$ cat config.mk
export PLATFORM = sky130hd
export DESIGN_NAME = irq_pending_ctrl
export DESIGN_NICKNAME = d
export VERILOG_FILES = /design/src/rtl/irq_pending_ctrl.sv
export SDC_FILE = /design/constraint.sdc
export NUM_CORES = 1
export LEC_CHECK = 0
export CORE_MARGIN = 2
export CORE_UTILIZATION = 43
export CTS_CLUSTER_SIZE = 20
export DETAILED_ROUTE_END_ITERATION = 8
export PLACE_DENSITY = 0.83
export SYNTH_ARGS = -nofsm -noshare
export SYNTH_HDL_FRONTEND = slang
export SYNTH_SLANG_ARGS = --single-unit
$ cat constraint.sdc
create_clock -name clock -period 1.5 [get_ports clock]
set_clock_uncertainty 0.2 [all_clocks]
set_input_delay 0.45 -clock clock [delete_from_list [all_inputs] [get_ports clock]]
set_output_delay 0.45 -clock clock [all_outputs]
set_load 0.005 [all_outputs]
$ cat src/rtl/irq_pending_ctrl.sv
// Interrupt pending controller: synchronises request lines, latches rising edges as
// sticky pending bits, masks them for the priority encoder and drives a held-off irq.
module irq_pending_ctrl #(
    parameter int               WIDTH       = 8,
    parameter int               SYNC_STAGES = 2,
    parameter int               HOLDOFF     = 4,
    parameter logic [WIDTH-1:0] MASK_RESET  = {WIDTH{1'b1}},
    localparam int              ID_W        = $clog2(WIDTH)
) (
    input  logic             clock,
    input  logic             resetn,
    input  logic [WIDTH-1:0] i_req_in,
    input  logic             i_mask_wr,
    input  logic [WIDTH-1:0] i_mask_in,
    input  logic             i_ack,
    input  logic [ID_W-1:0]  i_ack_id,
    input  logic             i_lost_clr,
    output logic [WIDTH-1:0] o_pending_out,
    output logic             o_irq,
    output logic [WIDTH-1:0] o_mask_q,
    output logic [WIDTH-1:0] o_lost
);

    localparam int         CNT_W     = (HOLDOFF > 1) ? $clog2(HOLDOFF) : 1;
    localparam int         HOLD_LOAD = (HOLDOFF > 0) ? (HOLDOFF - 1) : 0;
    localparam logic [1:0] S_IDLE    = 2'd0;
    localparam logic [1:0] S_ASSERT  = 2'd1;
    localparam logic [1:0] S_HOLD    = 2'd2;

    logic [WIDTH-1:0] r_sync [SYNC_STAGES];
    logic [WIDTH-1:0] r_prev;
    logic [WIDTH-1:0] r_pending;
    logic [WIDTH-1:0] r_mask;
    logic [WIDTH-1:0] r_lost;
    logic [1:0]       r_state;
    logic [CNT_W-1:0] r_cnt;
    logic             r_irq;

    logic [WIDTH-1:0] w_sync_out;
    logic [WIDTH-1:0] w_edge;
    logic [WIDTH-1:0] w_clr;
    logic [WIDTH-1:0] w_pending_out;
    logic [1:0]       w_state_nxt;
    logic [CNT_W-1:0] w_cnt_nxt;

    assign w_sync_out    = r_sync[SYNC_STAGES-1];
    assign w_edge        = w_sync_out & ~r_prev;
    assign w_pending_out = r_pending & r_mask;

    // Per-bit acknowledge decode; out-of-range ids simply match nothing
    always_comb begin
        w_clr = {WIDTH{1'b0}};
        for (int i = 0; i < WIDTH; i++) begin
            w_clr[i] = i_ack && (i_ack_id == ID_W'(i));
        end
    end

    // Synchroniser chain and previous-value register for edge detection
    always_ff @(posedge clock or negedge resetn) begin
        if (!resetn) begin
            for (int s = 0; s < SYNC_STAGES; s++) begin
                r_sync[s] <= {WIDTH{1'b0}};
            end
            r_prev <= {WIDTH{1'b0}};
        end else begin
            r_sync[0] <= i_req_in;
            for (int s = 1; s < SYNC_STAGES; s++) begin
                r_sync[s] <= r_sync[s-1];
            end
            r_prev <= w_sync_out;
        end
    end

    // Pending, lost and mask registers; a new edge beats a same-cycle clear
    always_ff @(posedge clock or negedge resetn) begin
        if (!resetn) begin
            r_pending <= {WIDTH{1'b0}};
            r_lost    <= {WIDTH{1'b0}};
            r_mask    <= MASK_RESET;
        end else begin
            r_pending <= (r_pending & ~w_clr) | w_edge;
            r_lost    <= (i_lost_clr ? {WIDTH{1'b0}} : r_lost) | (w_edge & r_pending & ~w_clr);
            if (i_mask_wr) begin
                r_mask <= i_mask_in;
            end else begin
                r_mask <= r_mask;
            end
        end
    end

    // irq state machine: assert on any enabled pending bit, hold off after an ack
    always_comb begin
        w_state_nxt = r_state;
        w_cnt_nxt   = r_cnt;
        case (r_state)
            S_IDLE: begin
                if (|w_pending_out) begin
                    w_state_nxt = S_ASSERT;
                end else begin
                    w_state_nxt = S_IDLE;
                end
            end
            S_ASSERT: begin
                if (i_ack) begin
                    if (HOLDOFF == 0) begin
                        w_state_nxt = S_IDLE;
                    end else begin
                        w_state_nxt = S_HOLD;
                        w_cnt_nxt   = CNT_W'(HOLD_LOAD);
                    end
                end else if (!(|w_pending_out)) begin
                    w_state_nxt = S_IDLE;
                end else begin
                    w_state_nxt = S_ASSERT;
                end
            end
            S_HOLD: begin
                if (r_cnt == {CNT_W{1'b0}}) begin
                    w_state_nxt = S_IDLE;
                end else begin
                    w_cnt_nxt = r_cnt - CNT_W'(1);
                end
            end
            default: begin
                w_state_nxt = S_IDLE;
                w_cnt_nxt   = {CNT_W{1'b0}};
            end
        endcase
    end

    // State, hold-off counter and registered irq
    always_ff @(posedge clock or negedge resetn) begin
        if (!resetn) begin
            r_state <= S_IDLE;
            r_cnt   <= {CNT_W{1'b0}};
            r_irq   <= 1'b0;
        end else begin
            r_state <= w_state_nxt;
            r_cnt   <= w_cnt_nxt;
            r_irq   <= (w_state_nxt == S_ASSERT);
        end
    end

    assign o_pending_out = w_pending_out;
    assign o_irq         = r_irq;
    assign o_mask_q      = r_mask;
    assign o_lost        = r_lost;

endmodule

==> results of run 1 <==
==> through the flow <==
stage               std cells  setup TNS, ns
floorplan                 143         -0.239
global placement          262         -12.21
detailed placement        262         -13.45
CTS                       280          -4.24
global route              286          -4.93
finish                    286          -4.29
==> cell families (layout without fill, tap and decap cells) <==
logic type / count (synthesis) / in the layout / synth area share (%)
flip-flops: 53 / 53 / 69.6
AND/OR/NAND/NOR: 38 / 38 / 11.3
AO/OA/AOI/OAI: 24 / 24 / 8.21
buffers and inverters: 15 / 106 / 2.93
multiplexers: 8 / 8 / 4.69
adder cells (fa/ha/maj): 5 / 5 / 3.26
==> worst max-delay path: stages (launching register included) <==
cell and delay, ns:
sky130_fd_sc_hd__dfstp_2 0.54, sky130_fd_sc_hd__buf_6 0.09, sky130_fd_sc_hd__and2_4 0.13, sky130_fd_sc_hd__buf_6 0.08
==> cell usage after synthesis (all sizes together), types with 2 or more instances <==
cell type,number
and2,8
dfstp,8
o22ai,8
nor2b,2
mux2,8
or4,2
o21ai,8
nand2b,11
dfrtp,45
nand3,2
inv,13
ha,5
o31ai,2
nand2,11
==> state kept, by name, summed over array words and instances (netlist names) <==
name	count
r_sync	8
r_prev	8
o_mask_q	8
o_irq	1
r_pending	8
o_lost	8
r_cnt	2
r_state	2
w_sync_out	8
==> report_power, final <==
group          switching [mW]  internal, mW
logic                   0.528         0.671
registers              0.0985          1.60
clock network           0.441         0.544
total                    1.07          2.81
==> area by class of cell <==
| class | instances | area share (%) |
|---|---|---|
| Sequential cell | 53 | 44.4 |
| Timing Repair Buffer | 85 | 26.0 |
| Multi-Input combinational cell | 75 | 22.0 |
| Clock buffer | 7 | 2.87 |
| Tap cell | 52 | 2.16 |
| Inverter | 13 | 1.62 |
| Clock inverter | 1 | 0.997 |
==> per-layer routing <==
layer | vias up | track usage (%) | part of all wire (%)
li1 | 653 | - | -
met1 | 691 | 21.5 | 40
met2 | 49 | 31.8 | 53
met3 | 8 | 5.27 | 5.1
met4 | 0 | 6.92 | 1.9
met5 | - | 0 | 0
==> worst paths after layout <==
check	end	slack, ns	cells past startpoint
worst min-delay path	w_sync_out[5]$_DFF_PN0_	0.15	0
worst max register to register	o_irq$_DFF_PN0_	-0.30	5
min in group asynchronous	r_cnt[0]$_DFFE_PN0P_	0.45	3
worst min register to register	w_sync_out[5]$_DFF_PN0_	0.15	0
worst max-delay path	o_pending_out[4]	-0.31	3
max in group asynchronous	o_mask_q[3]$_DFFE_PN1P_	0.37	3
==> what timing repair did <==
item	CTS	global route
gates cloned	0	0
hold buffers	1	0
gates resized for setup	144	14
endpoints found under the setup margin	45	36
pin swaps	7	8
hold endpoints to repair	45	0
buffers inserted	9	6
==> report_table.html, run 1 <==
<table>
<tr><th>Metric</th><th>Value</th></tr>
<tr><th colspan="2">Run status</th></tr>
<tr><td>Result of the run</td><td>finished, violations left</td></tr>
<tr><td>Violated checks</td><td>negative setup slack</td></tr>
<tr><th colspan="2">Cells and area</th></tr>
<tr><td>Area of the multi-input gates</td><td>approximately 660 um^2</td></tr>
<tr><td>Final cell utilization of the core</td><td>around 70%</td></tr>
<tr><td>Cell area after layout</td><td>about 3000 um^2</td></tr>
<tr><td>Leading cell type in the layout, fill and taps excluded</td><td>sky130_fd_sc_hd__dfrtp_1</td></tr>
<tr><td>ANT cells</td><td>0</td></tr>
<tr><td>Final nets</td><td>262</td></tr>
<tr><td>Layout cells sized above 1</td><td>between 40% and 50%</td></tr>
<tr><td>Relative area change from synthesis to final layout</td><td>56.9%</td></tr>
<tr><td>Area used by sequential logic in the layout</td><td>1340 um^2</td></tr>
<tr><td>Fill cell total of the finished layout</td><td>just over 300</td></tr>
<tr><td>Commonest cells after routing, fill and taps aside</td><td>45 x sky130_fd_sc_hd__dfrtp_1, 25 x sky130_fd_sc_hd__buf_4, 24 x sky130_fd_sc_hd__buf_6, 19 x sky130_fd_sc_hd__clkdlybuf4s50_1, 11 x sky130_fd_sc_hd__inv_1</td></tr>
<tr><th colspan="2">Die</th></tr>
<tr><td>Die H</td><td>a little over 70 um</td></tr>
<tr><td>CORE AREA</td><td>about 4300 um^2</td></tr>
<tr><td>Die Area</td><td>between 5000 and 6000 um^2</td></tr>
<tr><td>Starting density of the core</td><td>between 40% and 50%</td></tr>
<tr><td>Die extent in x</td><td>roughly 70 um</td></tr>
<tr><td>Count of standard-cell rows</td><td>24</td></tr>
<tr><td>IO Count</td><td>between 40 and 50</td></tr>
<tr><th colspan="2">STA</th></tr>
<tr><td>Period minus WS final</td><td>between 1.5 and 2 ns</td></tr>
<tr><td>Fmax achieved</td><td>roughly 0.55 GHz</td></tr>
<tr><td>Setup Viol. Count Final</td><td>21</td></tr>
<tr><td>Least setup slack across all paths after layout</td><td>-0.309 ns</td></tr>
<tr><td>Slew at the pin closest to its max-slew limit</td><td>around 0.38 ns</td></tr>
<tr><td>Number of hold violations in the final report</td><td>0</td></tr>
<tr><td>Final period util</td><td>121%</td></tr>
<tr><td>Slew Limit Fails</td><td>0</td></tr>
<tr><td>Setup repair after global routing missed its margin</td><td>yes</td></tr>
<tr><td>Final hold slack</td><td>between 0.15 and 0.2 ns</td></tr>
<tr><td>Worst slew margin relative to its limit</td><td>roughly three quarters</td></tr>
<tr><th colspan="2">Power</th></tr>
<tr><td>Post-layout power</td><td>between 3 and 4 mW</td></tr>
<tr><td>Max VDD drop</td><td>between 700 and 800 uV</td></tr>
<tr><td>PwrDens</td><td>~1300 nW/um^2</td></tr>
<tr><td>Leakage power figure</td><td>roughly 1.4 nW</td></tr>
<tr><th colspan="2">GRT</th></tr>
<tr><td>Remaining Overflow, GRT</td><td>0</td></tr>
<tr><td>Largest net degree at the start of global routing</td><td>54</td></tr>
<tr><td>Aggregate global-route resource usage</td><td>about 18%</td></tr>
<tr><td>First-pass GRT wire length</td><td>around 7000 um</td></tr>
<tr><td>Number of antenna violations at the first check in global routing</td><td>0</td></tr>
<tr><td>Via count of the first global-routing pass</td><td>around 1500</td></tr>
<tr><th colspan="2">Flow run</th></tr>
<tr><td>Max capacitance violation total</td><td>0</td></tr>
<tr><th colspan="2">Critical path</th></tr>
<tr><td>Source of the critical timing path</td><td>o_mask_q[4]$_DFFE_PN1P_</td></tr>
<tr><td>Critical Path Sink Type</td><td>output port</td></tr>
<tr><td>Type of the worst setup path</td><td>flop to output port</td></tr>
<tr><td>Data arrival at the endpoint of the critical path</td><td>1.16 ns</td></tr>
<tr><td>Startpoint kind of the worst setup timing path</td><td>flop</td></tr>
<tr><td>CP max FO</td><td>2</td></tr>
<tr><td>Reg-to-Reg Start</td><td>o_mask_q[6]$_DFFE_PN1P_</td></tr>
<tr><td>Worst EP required</td><td>between 0.8 and 0.9 ns</td></tr>
<tr><th colspan="2">Route</th></tr>
<tr><td>Post-route antenna net violation count</td><td>0</td></tr>
<tr><td>Mean routed wirelength per cell</td><td>roughly 15 um</td></tr>
<tr><td>Overall routed net length</td><td>between 4000 and 5000 um</td></tr>
<tr><td>DRT Pass-1 Iters</td><td>4</td></tr>
<tr><td>Post-detailed-route via-to-cell ratio</td><td>about 4.9</td></tr>
<tr><td>Count of unresolved DRC violations after routing</td><td>0</td></tr>
<tr><td>Via total after detailed routing</td><td>1401</td></tr>
<tr><td>DRC marker count from the first detailed-route iteration</td><td>57</td></tr>
<tr><th colspan="2">Placement</th></tr>
<tr><td>Final HPWL DP</td><td>2890 um</td></tr>
<tr><td>Placement-stage cell area</td><td>roughly 2600 um^2</td></tr>
<tr><td>Count of buffers from port buffering</td><td>48</td></tr>
<tr><td>Routability congestion estimate from global placement</td><td>0.720</td></tr>
<tr><td>Setup Slack @ Placement</td><td>-0.462 ns</td></tr>
<tr><th colspan="2">Clock tree</th></tr>
<tr><td>Clk Latency, worst-skew pair</td><td>0.31 ns</td></tr>
<tr><td>Root buffer selected by CTS</td><td>sky130_fd_sc_hd__clkbuf_8</td></tr>
<tr><td>Max Buffers Root-to-Sink</td><td>2</td></tr>
<tr><td>Clock transition at the registers of the reported paths</td><td>approximately 0.09 ns</td></tr>
<tr><td>TritonCTS clock tree</td><td>done</td></tr>
<tr><td>CTS Buf Count</td><td>5</td></tr>
<tr><td>Clock Sink Count</td><td>53</td></tr>
<tr><td>CTS HTree Levels</td><td>2</td></tr>
<tr><th colspan="2">Synth</th></tr>
<tr><td>Area share of the leading cell type in the synthesized netlist</td><td>between 50% and 60%</td></tr>
<tr><td>Yosys Warn Count</td><td>0</td></tr>
<tr><td>Synth unique cells</td><td>26</td></tr>
<tr><td>Flip-flop cell with the highest count after synthesis</td><td>sky130_fd_sc_hd__dfrtp_1</td></tr>
<tr><td>#FFs+latches synth</td><td>53</td></tr>
<tr><td>Register area share after synthesis</td><td>69.6%</td></tr>
<tr><td>Ys async rst share</td><td>100%</td></tr>
<tr><td>Synth Net Count</td><td>around 170</td></tr>
<tr><td>Largest area contributor in the netlist</td><td>sky130_fd_sc_hd__dfrtp_1</td></tr>
<tr><td>Cell area after synthesis</td><td>1920 um^2</td></tr>
<tr><td>Gate Count Post-Synth</td><td>about 140</td></tr>
<tr><td>Synthesized area per cell</td><td>between 10 and 15 um^2</td></tr>
<tr><td>Number of synthesized flops with an enable pin</td><td>0</td></tr>
<tr><td>Most area-consuming cells after synthesis</td><td>sky130_fd_sc_hd__dfrtp_1 59%, sky130_fd_sc_hd__dfstp_2 11%, sky130_fd_sc_hd__mux2_2 4.7%</td></tr>
<tr><th colspan="2">Min path</th></tr>
<tr><td>Hold Path Class</td><td>flop to flop</td></tr>
<tr><td>Source of the worst hold timing path</td><td>r_sync[13]$_DFF_PN0_</td></tr>
</table>
Note: power is estimated with default switching activity, not from simulation.
==> run 2, diff against run 1 <==
--- a/config.mk
+++ b/config.mk
@@ -5,11 +5,12 @@
 export SDC_FILE = /design/constraint.sdc
 export NUM_CORES = 1
 export LEC_CHECK = 0
+export CORE_ASPECT_RATIO = 0.7
 export CORE_MARGIN = 2
-export CORE_UTILIZATION = 43
+export CORE_UTILIZATION = 40
 export CTS_CLUSTER_SIZE = 20
 export DETAILED_ROUTE_END_ITERATION = 8
-export PLACE_DENSITY = 0.83
+export PLACE_DENSITY = 0.79
 export SYNTH_ARGS = -nofsm -noshare
 export SYNTH_HDL_FRONTEND = slang
 export SYNTH_SLANG_ARGS = --single-unit
==> run 2 against run 1 <==
Against the previous run: the flow still finishes with violations (negative setup slack); critical path type unchanged; critical path depth unchanged; critical endpoint is now o_pending_out[5]; cell area decreased by 2.9%; sequential share of layout area increased by 1.3 points; fmax decreased by 0.20%; largest power group unchanged; non-clock buffer count decreased by 2; setup slack got worse by 0.0037 ns; power decreased by 8.7%; first-iteration DRC count increased by 7.0%; via count decreased by 5.0%; global-route usage decreased by 3.4 points.
==> report_table.html, run 2 (synthesis results as in run 1) <==
<table>
<tr><th>Metric</th><th>Value</th></tr>
<tr><th colspan="2">Cells and area</th></tr>
<tr><td>ANT cells</td><td>0 (unchanged)</td></tr>
<tr><td>Final std cells w/o fill</td><td>289 (+1.0%)</td></tr>
<tr><td>Fill cell total of the finished layout</td><td>379 (+23%)</td></tr>
<tr><td>Area used by sequential logic in the layout</td><td>1340 um^2 (unchanged)</td></tr>
<tr><td>Commonest cells after routing, fill and taps aside</td><td>45 x sky130_fd_sc_hd__dfrtp_1, 26 x sky130_fd_sc_hd__buf_6, 22 x sky130_fd_sc_hd__buf_4, 19 x sky130_fd_sc_hd__clkdlybuf4s50_1, 12 x sky130_fd_sc_hd__inv_1</td></tr>
<tr><td>Final nets</td><td>260 (-0.76%)</td></tr>
<tr><td>Leading cell type in the layout, fill and taps excluded</td><td>sky130_fd_sc_hd__dfrtp_1</td></tr>
<tr><td>Layout cells sized above 1</td><td>45.3% (-1.7 points)</td></tr>
<tr><td>Relative area change from synthesis to final layout</td><td>52.4%</td></tr>
<tr><td>Final cell utilization of the core</td><td>62.2% (-7.5 points)</td></tr>
<tr><td>Area of the multi-input gates</td><td>617 um^2 (-7.0%)</td></tr>
<tr><th colspan="2">Die</th></tr>
<tr><td>IO Count</td><td>49 (unchanged)</td></tr>
<tr><td>Starting density of the core</td><td>40.8% (-3.6 points)</td></tr>
<tr><td>Count of standard-cell rows</td><td>21 (-13%)</td></tr>
<tr><td>Die Area</td><td>5380 um^2 (+7.3%)</td></tr>
<tr><td>CORE AREA</td><td>4700 um^2 (+8.8%)</td></tr>
<tr><td>Die H</td><td>62.0 um (-13%)</td></tr>
<tr><td>Die extent in x</td><td>86.8 um (+23%)</td></tr>
<tr><th colspan="2">Route</th></tr>
<tr><td>Overall routed net length</td><td>3810 um (-13%)</td></tr>
<tr><td>Post-route antenna net violation count</td><td>0 (unchanged)</td></tr>
<tr><td>DRC marker count from the first detailed-route iteration</td><td>61 (+7.0%)</td></tr>
<tr><td>Count of unresolved DRC violations after routing</td><td>0 (unchanged)</td></tr>
<tr><td>Post-detailed-route via-to-cell ratio</td><td>4.61 (-6.0%)</td></tr>
<tr><td>Mean routed wirelength per cell</td><td>13.2 um (-14%)</td></tr>
<tr><td>DRT Pass-1 Iters</td><td>4 (unchanged)</td></tr>
<tr><td>Via total after detailed routing</td><td>1331 (-5.0%)</td></tr>
<tr><th colspan="2">STA</th></tr>
<tr><td>Worst slew margin relative to its limit</td><td>81.3% (+6.8 points)</td></tr>
<tr><td>Fmax achieved</td><td>0.552 GHz (-0.20%)</td></tr>
<tr><td>Least setup slack across all paths after layout</td><td>-0.313 ns (-0.00370 ns)</td></tr>
<tr><td>Number of hold violations in the final report</td><td>0 (unchanged)</td></tr>
<tr><td>Final hold slack</td><td>0.153 ns (+0.000845 ns)</td></tr>
<tr><td>Slew at the pin closest to its max-slew limit</td><td>0.279 ns (-0.103 ns)</td></tr>
<tr><td>Period minus WS final</td><td>1.81 ns (+0.00370 ns)</td></tr>
<tr><td>Final period util</td><td>121% (+0.25 points)</td></tr>
<tr><td>Setup Viol. Count Final</td><td>21 (unchanged)</td></tr>
<tr><td>Slew Limit Fails</td><td>0 (unchanged)</td></tr>
<tr><td>Setup repair after global routing missed its margin</td><td>yes</td></tr>
<tr><th colspan="2">GRT</th></tr>
<tr><td>Aggregate global-route resource usage</td><td>14.9% (-3.4 points)</td></tr>
<tr><td>First-pass GRT wire length</td><td>5920 um (-15%)</td></tr>
<tr><td>Largest net degree at the start of global routing</td><td>54 (unchanged)</td></tr>
<tr><td>Via count of the first global-routing pass</td><td>1282 (-14%)</td></tr>
<tr><td>Remaining Overflow, GRT</td><td>0 (unchanged)</td></tr>
<tr><td>Number of antenna violations at the first check in global routing</td><td>0 (unchanged)</td></tr>
<tr><th colspan="2">Critical path</th></tr>
<tr><td>CP max FO</td><td>2 (unchanged)</td></tr>
<tr><td>WP buf/inv</td><td>2 (unchanged)</td></tr>
<tr><td>Worst EP required</td><td>0.85 ns (about the same)</td></tr>
<tr><td>Cells along the critical path</td><td>buf_6, and2_4, buf_6</td></tr>
<tr><td>Critical path's top delay family</td><td>flip-flops</td></tr>
<tr><td>Critical Path Sink Type</td><td>output port</td></tr>
<tr><td>Critical-path top delay cell</td><td>sky130_fd_sc_hd__dfstp_2</td></tr>
<tr><td>Type of the worst setup path</td><td>flop to output port</td></tr>
<tr><td>Startpoint kind of the worst setup timing path</td><td>flop</td></tr>
<tr><td>Crit path largest cell delay</td><td>0.55 ns (about the same)</td></tr>
<tr><td>Cell repeated most along the worst path</td><td>sky130_fd_sc_hd__buf_6</td></tr>
<tr><td>Data arrival at the endpoint of the critical path</td><td>1.16 ns (about the same)</td></tr>
<tr><th colspan="2">Clock tree</th></tr>
<tr><td>Clock Sink Count</td><td>53 (unchanged)</td></tr>
<tr><td>Clk Latency, worst-skew pair</td><td>0.31 ns (about the same)</td></tr>
<tr><td>Clock transition at the registers of the reported paths</td><td>0.08 ns (about the same)</td></tr>
<tr><td>TritonCTS clock tree</td><td>done</td></tr>
<tr><td>Root buffer selected by CTS</td><td>sky130_fd_sc_hd__clkbuf_8</td></tr>
<tr><td>Max Buffers Root-to-Sink</td><td>2 (unchanged)</td></tr>
<tr><td>CTS HTree Levels</td><td>2 (unchanged)</td></tr>
<tr><td>CTS Buf Count</td><td>5 (unchanged)</td></tr>
<tr><th colspan="2">Placement</th></tr>
<tr><td>Routability congestion estimate from global placement</td><td>0.848 (+18%)</td></tr>
<tr><td>Setup Slack @ Placement</td><td>-0.436 ns (+0.0264 ns)</td></tr>
<tr><td>Total placed cells including tap cells</td><td>264 (+0.76%)</td></tr>
<tr><td>Final HPWL DP</td><td>2610 um (-9.8%)</td></tr>
<tr><td>Count of buffers from port buffering</td><td>48 (unchanged)</td></tr>
<tr><th colspan="2">Run status</th></tr>
<tr><td>Violated checks</td><td>negative setup slack</td></tr>
<tr><td>Result of the run</td><td>finished, violations left</td></tr>
<tr><th colspan="2">Power</th></tr>
<tr><td>Internal Pwr Total</td><td>2.56 mW (-9.0%)</td></tr>
<tr><td>P_sw</td><td>0.983 mW (-7.9%)</td></tr>
<tr><td>Clock network power share</td><td>22.0% (-3.4 points)</td></tr>
<tr><td>Switch share</td><td>27.8% (+0.24 points)</td></tr>
<tr><td>PwrDens</td><td>1210 nW/um^2 (-6.0%)</td></tr>
<tr><td>Combinational share of power</td><td>30.4% (-0.5 points)</td></tr>
<tr><td>Fraction of power consumed by sequential logic</td><td>47.7% (+4.0 points)</td></tr>
<tr><td>Max VDD drop</td><td>662 uV (-15%)</td></tr>
<tr><td>Leakage power figure</td><td>1.35 nW (-2.0%)</td></tr>
<tr><th colspan="2">Flow run</th></tr>
<tr><td>Max capacitance violation total</td><td>0 (unchanged)</td></tr>
<tr><th colspan="2">Min path</th></tr>
<tr><td>Hold Path Class</td><td>flop to flop</td></tr>
</table>
run 2: changes by cell type in the layout (fill, tap and decap cells not counted), sizes merged:
cell	previous run	this run
clkinv	0	1
buf	61	60
dlymetal6s2s	0	2
clkbuf	7	6
bufinv	1	0
dlygate4sd2	4	1
inv	13	14
run 2: final cells by class:
| cell class | count | share of cell area (%) |
|---|---|---|
| multi-input cells | 75 | 21.1 |
| clock buffers | 6 | 2.48 |
| clock inverters | 2 | 0.470 |
| well taps | 57 | 2.44 |
| inverters | 13 | 1.67 |
| flip-flops and latches | 53 | 45.7 |
| repair buffers | 83 | 26.2 |
run 2: final timing paths:
kind / startpoint / endpoint / slack [ns] / cells past startpoint
worst max-delay path: o_mask_q[5]$_DFFE_PN1P_ / o_pending_out[5] / -0.31 / 3
worst min-delay path: r_sync[13]$_DFF_PN0_ / w_sync_out[5]$_DFF_PN0_ / 0.15 / 0
worst max register to register: o_mask_q[4]$_DFFE_PN1P_ / o_irq$_DFF_PN0_ / -0.27 / 5
worst min register to register: r_sync[13]$_DFF_PN0_ / w_sync_out[5]$_DFF_PN0_ / 0.15 / 0
max in group asynchronous: resetn / o_mask_q[5]$_DFFE_PN1P_ / 0.37 / 3
min in group asynchronous: resetn / w_sync_out[3]$_DFF_PN0_ / 0.44 / 3
run 2: power groups by stage:
stage / sequential, mW / clock (mW) / combinational (mW)
after floorplan: 1.70 / 0 / 0.404
after global placement: 1.71 / 0 / 0.820
after detailed placement: 1.71 / 0 / 0.835
after CTS: 1.68 / 0.810 / 0.983
after global routing: 1.71 / 0.867 / 1.18
final: 1.69 / 0.778 / 1.08
run 2: metal layers:
metal  track usage (%)  part of all wire, %  vias up
li1                  -                    -      653
met1              20.4                   47      627
met2              22.5                   45       46
met3              5.28                  6.8        5
met4              5.36                  1.3        0
met5                 0                    0        -
run 2: timing repair:
action,4_1_cts,5_1_grt
setup buffers,10,6
hold buffers,1,0
resized for setup,136,20
endpoints found under the setup margin,35,35
endpoints found under the hold margin,45,0
gates cloned,0,0
pin swaps,12,8
run 2: stage by stage:
| step | TNS (ns) | area [um^2] | power (mW) |
|---|---|---|---|
| after floorplan | -0.239 | 1930 | 2.10 |
| after global placement | -11.84 | 2620 | 2.53 |
| after detailed placement | -12.18 | 2620 | 2.55 |
| after CTS | -4.36 | 2820 | 3.47 |
| after global routing | -5.12 | 2930 | 3.76 |
| final | -4.26 | 2930 | 3.54 |
==> run 3, diff against run 2 <==
--- a/config.mk
+++ b/config.mk
@@ -10,7 +10,9 @@
 export CORE_UTILIZATION = 40
 export CTS_CLUSTER_SIZE = 20
 export DETAILED_ROUTE_END_ITERATION = 8
+export HOLD_SLACK_MARGIN = 0.06
 export PLACE_DENSITY = 0.79
+export SKIP_CTS_REPAIR_TIMING = 1
 export SYNTH_ARGS = -nofsm -noshare
 export SYNTH_HDL_FRONTEND = slang
 export SYNTH_SLANG_ARGS = --single-unit
==> run 3 against run 2 <==
Against the previous run: the flow still finishes with violations (negative setup slack); sequential power barely moved; non-clock buffer count shrank 8; first-iteration DRC count rose by 23%; critical path type unchanged; largest cell class unchanged; highest routed layer unchanged.
==> report_table.html, run 3 (synthesis results as in run 1) <==
<table>
<tr><th>Metric</th><th>Value</th></tr>
<tr><th colspan="2">GRT</th></tr>
<tr><td>Number of antenna violations at the first check in global routing</td><td>0 (unchanged)</td></tr>
<tr><td>Via count of the first global-routing pass</td><td>1187 (-7.4%)</td></tr>
<tr><td>Aggregate global-route resource usage</td><td>13.8% (-1.1 points)</td></tr>
<tr><td>Largest net degree at the start of global routing</td><td>54 (unchanged)</td></tr>
<tr><td>Remaining Overflow, GRT</td><td>0 (unchanged)</td></tr>
<tr><td>First-pass GRT wire length</td><td>5460 um (-7.8%)</td></tr>
<tr><th colspan="2">STA</th></tr>
<tr><td>Slew Limit Fails</td><td>0 (unchanged)</td></tr>
<tr><td>Least setup slack across all paths after layout</td><td>-0.310 ns (+0.00281 ns)</td></tr>
<tr><td>Fmax achieved</td><td>0.552 GHz (+0.16%)</td></tr>
<tr><td>Final period util</td><td>121% (-0.19 points)</td></tr>
<tr><td>Number of hold violations in the final report</td><td>0 (unchanged)</td></tr>
<tr><td>Setup repair after global routing missed its margin</td><td>yes</td></tr>
<tr><td>Period minus WS final</td><td>1.81 ns (-0.00281 ns)</td></tr>
<tr><td>Slew at the pin closest to its max-slew limit</td><td>0.303 ns (+0.0241 ns)</td></tr>
<tr><td>Setup Viol. Count Final</td><td>21 (unchanged)</td></tr>
<tr><td>Worst slew margin relative to its limit</td><td>79.8% (-1.5 points)</td></tr>
<tr><th colspan="2">Critical path</th></tr>
<tr><td>Reg-to-Reg Start</td><td>o_mask_q[6]$_DFFE_PN1P_</td></tr>
<tr><td>CP max FO</td><td>2 (unchanged)</td></tr>
<tr><td>Depth of the most critical reg-to-reg path</td><td>5 (unchanged)</td></tr>
<tr><td>Worst EP required</td><td>0.85 ns (about the same)</td></tr>
<tr><td>R2r endpoint</td><td>o_irq$_DFF_PN0_</td></tr>
<tr><td>Data arrival at the endpoint of the critical path</td><td>1.16 ns (about the same)</td></tr>
<tr><td>Critical Path Sink Type</td><td>output port</td></tr>
<tr><td>Startpoint kind of the worst setup timing path</td><td>flop</td></tr>
<tr><td>Source of the critical timing path</td><td>o_mask_q[4]$_DFFE_PN1P_</td></tr>
<tr><td>R2R setup slack</td><td>-0.25 ns (+0.02 ns)</td></tr>
<tr><td>Capturing instance or port of the critical path</td><td>o_pending_out[4]</td></tr>
<tr><td>Type of the worst setup path</td><td>flop to output port</td></tr>
<tr><th colspan="2">Clock tree</th></tr>
<tr><td>Clock Sink Count</td><td>53 (unchanged)</td></tr>
<tr><td>CTS HTree Levels</td><td>2 (unchanged)</td></tr>
<tr><td>Max Buffers Root-to-Sink</td><td>2 (unchanged)</td></tr>
<tr><td>Root buffer selected by CTS</td><td>sky130_fd_sc_hd__clkbuf_8</td></tr>
<tr><td>Clock transition at the registers of the reported paths</td><td>0.08 ns (about the same)</td></tr>
<tr><td>Clk Latency, worst-skew pair</td><td>0.30 ns (about the same)</td></tr>
<tr><td>TritonCTS clock tree</td><td>done</td></tr>
<tr><td>CTS Buf Count</td><td>5 (unchanged)</td></tr>
<tr><th colspan="2">Cells and area</th></tr>
<tr><td>Final cell utilization of the core</td><td>60.9% (-1.3 points)</td></tr>
<tr><td>Fill cell total of the finished layout</td><td>379 (unchanged)</td></tr>
<tr><td>Area used by sequential logic in the layout</td><td>1340 um^2 (unchanged)</td></tr>
<tr><td>Final nets</td><td>252 (-3.1%)</td></tr>
<tr><td>Cell area after layout</td><td>2870 um^2 (-2.1%)</td></tr>
<tr><td>Commonest cells after routing, fill and taps aside</td><td>45 x sky130_fd_sc_hd__dfrtp_1, 26 x sky130_fd_sc_hd__buf_6, 19 x sky130_fd_sc_hd__clkdlybuf4s50_1, 15 x sky130_fd_sc_hd__buf_4, 12 x sky130_fd_sc_hd__inv_1</td></tr>
<tr><td>Area of the multi-input gates</td><td>609 um^2 (-1.2%)</td></tr>
<tr><td>Relative area change from synthesis to final layout</td><td>49.2%</td></tr>
<tr><td>Leading cell type in the layout, fill and taps excluded</td><td>sky130_fd_sc_hd__dfrtp_1</td></tr>
<tr><td>Layout cells sized above 1</td><td>42.9% (-2.4 points)</td></tr>
<tr><td>ANT cells</td><td>0 (unchanged)</td></tr>
<tr><th colspan="2">Power</th></tr>
<tr><td>Clock network power share</td><td>22.4% (+0.4 points)</td></tr>
<tr><td>Switch share</td><td>27.8% (about the same)</td></tr>
<tr><td>Internal Pwr Total</td><td>2.52 mW (-1.7%)</td></tr>
<tr><td>PwrDens</td><td>1220 nW/um^2 (+0.42%)</td></tr>
<tr><td>Leakage power figure</td><td>1.32 nW (-2.1%)</td></tr>
<tr><td>Combinational share of power</td><td>28.9% (-1.5 points)</td></tr>
<tr><td>Fraction of power consumed by sequential logic</td><td>48.7% (+1.0 points)</td></tr>
<tr><td>P_sw</td><td>0.967 mW (-1.6%)</td></tr>
<tr><td>Post-layout power</td><td>3.48 mW (-1.7%)</td></tr>
<tr><td>Max VDD drop</td><td>662 uV (about the same)</td></tr>
<tr><th colspan="2">Die</th></tr>
<tr><td>Die Area</td><td>5380 um^2 (unchanged)</td></tr>
<tr><td>CORE AREA</td><td>4700 um^2 (unchanged)</td></tr>
<tr><td>Die H</td><td>62.0 um (unchanged)</td></tr>
<tr><td>IO Count</td><td>49 (unchanged)</td></tr>
<tr><td>Count of standard-cell rows</td><td>21 (unchanged)</td></tr>
<tr><td>Starting density of the core</td><td>40.8% (unchanged)</td></tr>
<tr><td>Die extent in x</td><td>86.8 um (unchanged)</td></tr>
<tr><th colspan="2">Placement</th></tr>
<tr><td>Routability congestion estimate from global placement</td><td>0.848 (unchanged)</td></tr>
<tr><td>Final HPWL DP</td><td>2610 um (unchanged)</td></tr>
<tr><td>Placement-stage cell area</td><td>2620 um^2 (unchanged)</td></tr>
<tr><td>Setup Slack @ Placement</td><td>-0.436 ns (unchanged)</td></tr>
<tr><td>Count of buffers from port buffering</td><td>48 (unchanged)</td></tr>
<tr><th colspan="2">Route</th></tr>
<tr><td>Via total after detailed routing</td><td>1322 (-0.68%)</td></tr>
<tr><td>Overall routed net length</td><td>3700 um (-3.1%)</td></tr>
<tr><td>DRT Pass-1 Iters</td><td>4 (unchanged)</td></tr>
<tr><td>Post-detailed-route via-to-cell ratio</td><td>4.70 (+2.2%)</td></tr>
<tr><td>Post-route antenna net violation count</td><td>0 (unchanged)</td></tr>
<tr><td>Count of unresolved DRC violations after routing</td><td>0 (unchanged)</td></tr>
<tr><td>Mean routed wirelength per cell</td><td>13.2 um (-0.31%)</td></tr>
<tr><td>DRC marker count from the first detailed-route iteration</td><td>75 (+23%)</td></tr>
<tr><th colspan="2">Run status</th></tr>
<tr><td>Violated checks</td><td>negative setup slack</td></tr>
<tr><td>Result of the run</td><td>finished, violations left</td></tr>
<tr><th colspan="2">Flow run</th></tr>
<tr><td>Max capacitance violation total</td><td>0 (unchanged)</td></tr>
<tr><th colspan="2">Min path</th></tr>
<tr><td>Hold Path Class</td><td>flop to flop</td></tr>
</table>
-- run 3: cell types whose count changed in the layout (fill, tap and decap cells not counted), sizes merged --
cell	delta
buf	-17
clkbuf	+9
dlygate4sd2	-1
dlymetal6s2s	+1
-- run 3: cell type report --
cell class | count | share of cell area, %
well taps | 57 | 2.49
flip-flops and latches | 53 | 46.6
multi-input cells | 75 | 21.3
repair buffers | 75 | 24.9
clock buffers | 6 | 2.53
inverters | 13 | 1.70
clock inverters | 2 | 0.480
-- run 3: how the worst min path moves through the flow --
stage	from	endpoint	slack [ns]	cells past startpoint
5_1_grt	r_sync[14]$_DFF_PN0_	w_sync_out[6]$_DFF_PN0_	0.16	0
6_report	r_sync[13]$_DFF_PN0_	w_sync_out[5]$_DFF_PN0_	0.15	0
4_1_cts	resetn	r_sync[15]$_DFF_PN0_	-0.08	2
2_1_floorplan	resetn	o_irq$_DFF_PN0_	-0.05	0
3_3_place_gp	r_sync[10]$_DFF_PN0_	w_sync_out[2]$_DFF_PN0_	0.13	0
3_5_place_dp	r_sync[13]$_DFF_PN0_	w_sync_out[5]$_DFF_PN0_	0.13	0
-- run 3: power groups by stage --
stage | sequential (mW) | combinational [mW] | clock (mW)
after floorplan | 1.70 | 0.404 | 0
after global routing | 1.71 | 1.11 | 0.863
after CTS | 1.69 | 0.840 | 0.810
after global placement | 1.71 | 0.820 | 0
after detailed placement | 1.71 | 0.835 | 0
final | 1.70 | 1.01 | 0.780
-- run 3: routing by layer --
layer | global-route usage (%) | up-vias | wire (um)
li1 | - | 641 | -
met1 | 19.1 | 624 | 1680
met2 | 19.8 | 52 | 1620
met3 | 5.55 | 5 | 346
met4 | 5.36 | 0 | 50
met5 | 0 | - | 0
-- run 3: per-stage QoR --
| step | std cells | hold WS, ns | setup TNS, ns |
|---|---|---|---|
| after floorplan | 143 | -0.0456 | -0.239 |
| after global placement | 264 | 0.132 | -11.84 |
| after detailed placement | 264 | 0.135 | -12.18 |
| after CTS | 272 | -0.0817 | -13.85 |
| after global routing | 281 | 0.164 | -4.75 |
| final | 281 | 0.153 | -3.98 |
-- run 3: critical path: stages (launching register included) --
cell and delay, ns:
sky130_fd_sc_hd__dfstp_2 0.54, sky130_fd_sc_hd__buf_6 0.09, sky130_fd_sc_hd__and2_4 0.14, sky130_fd_sc_hd__buf_6 0.09
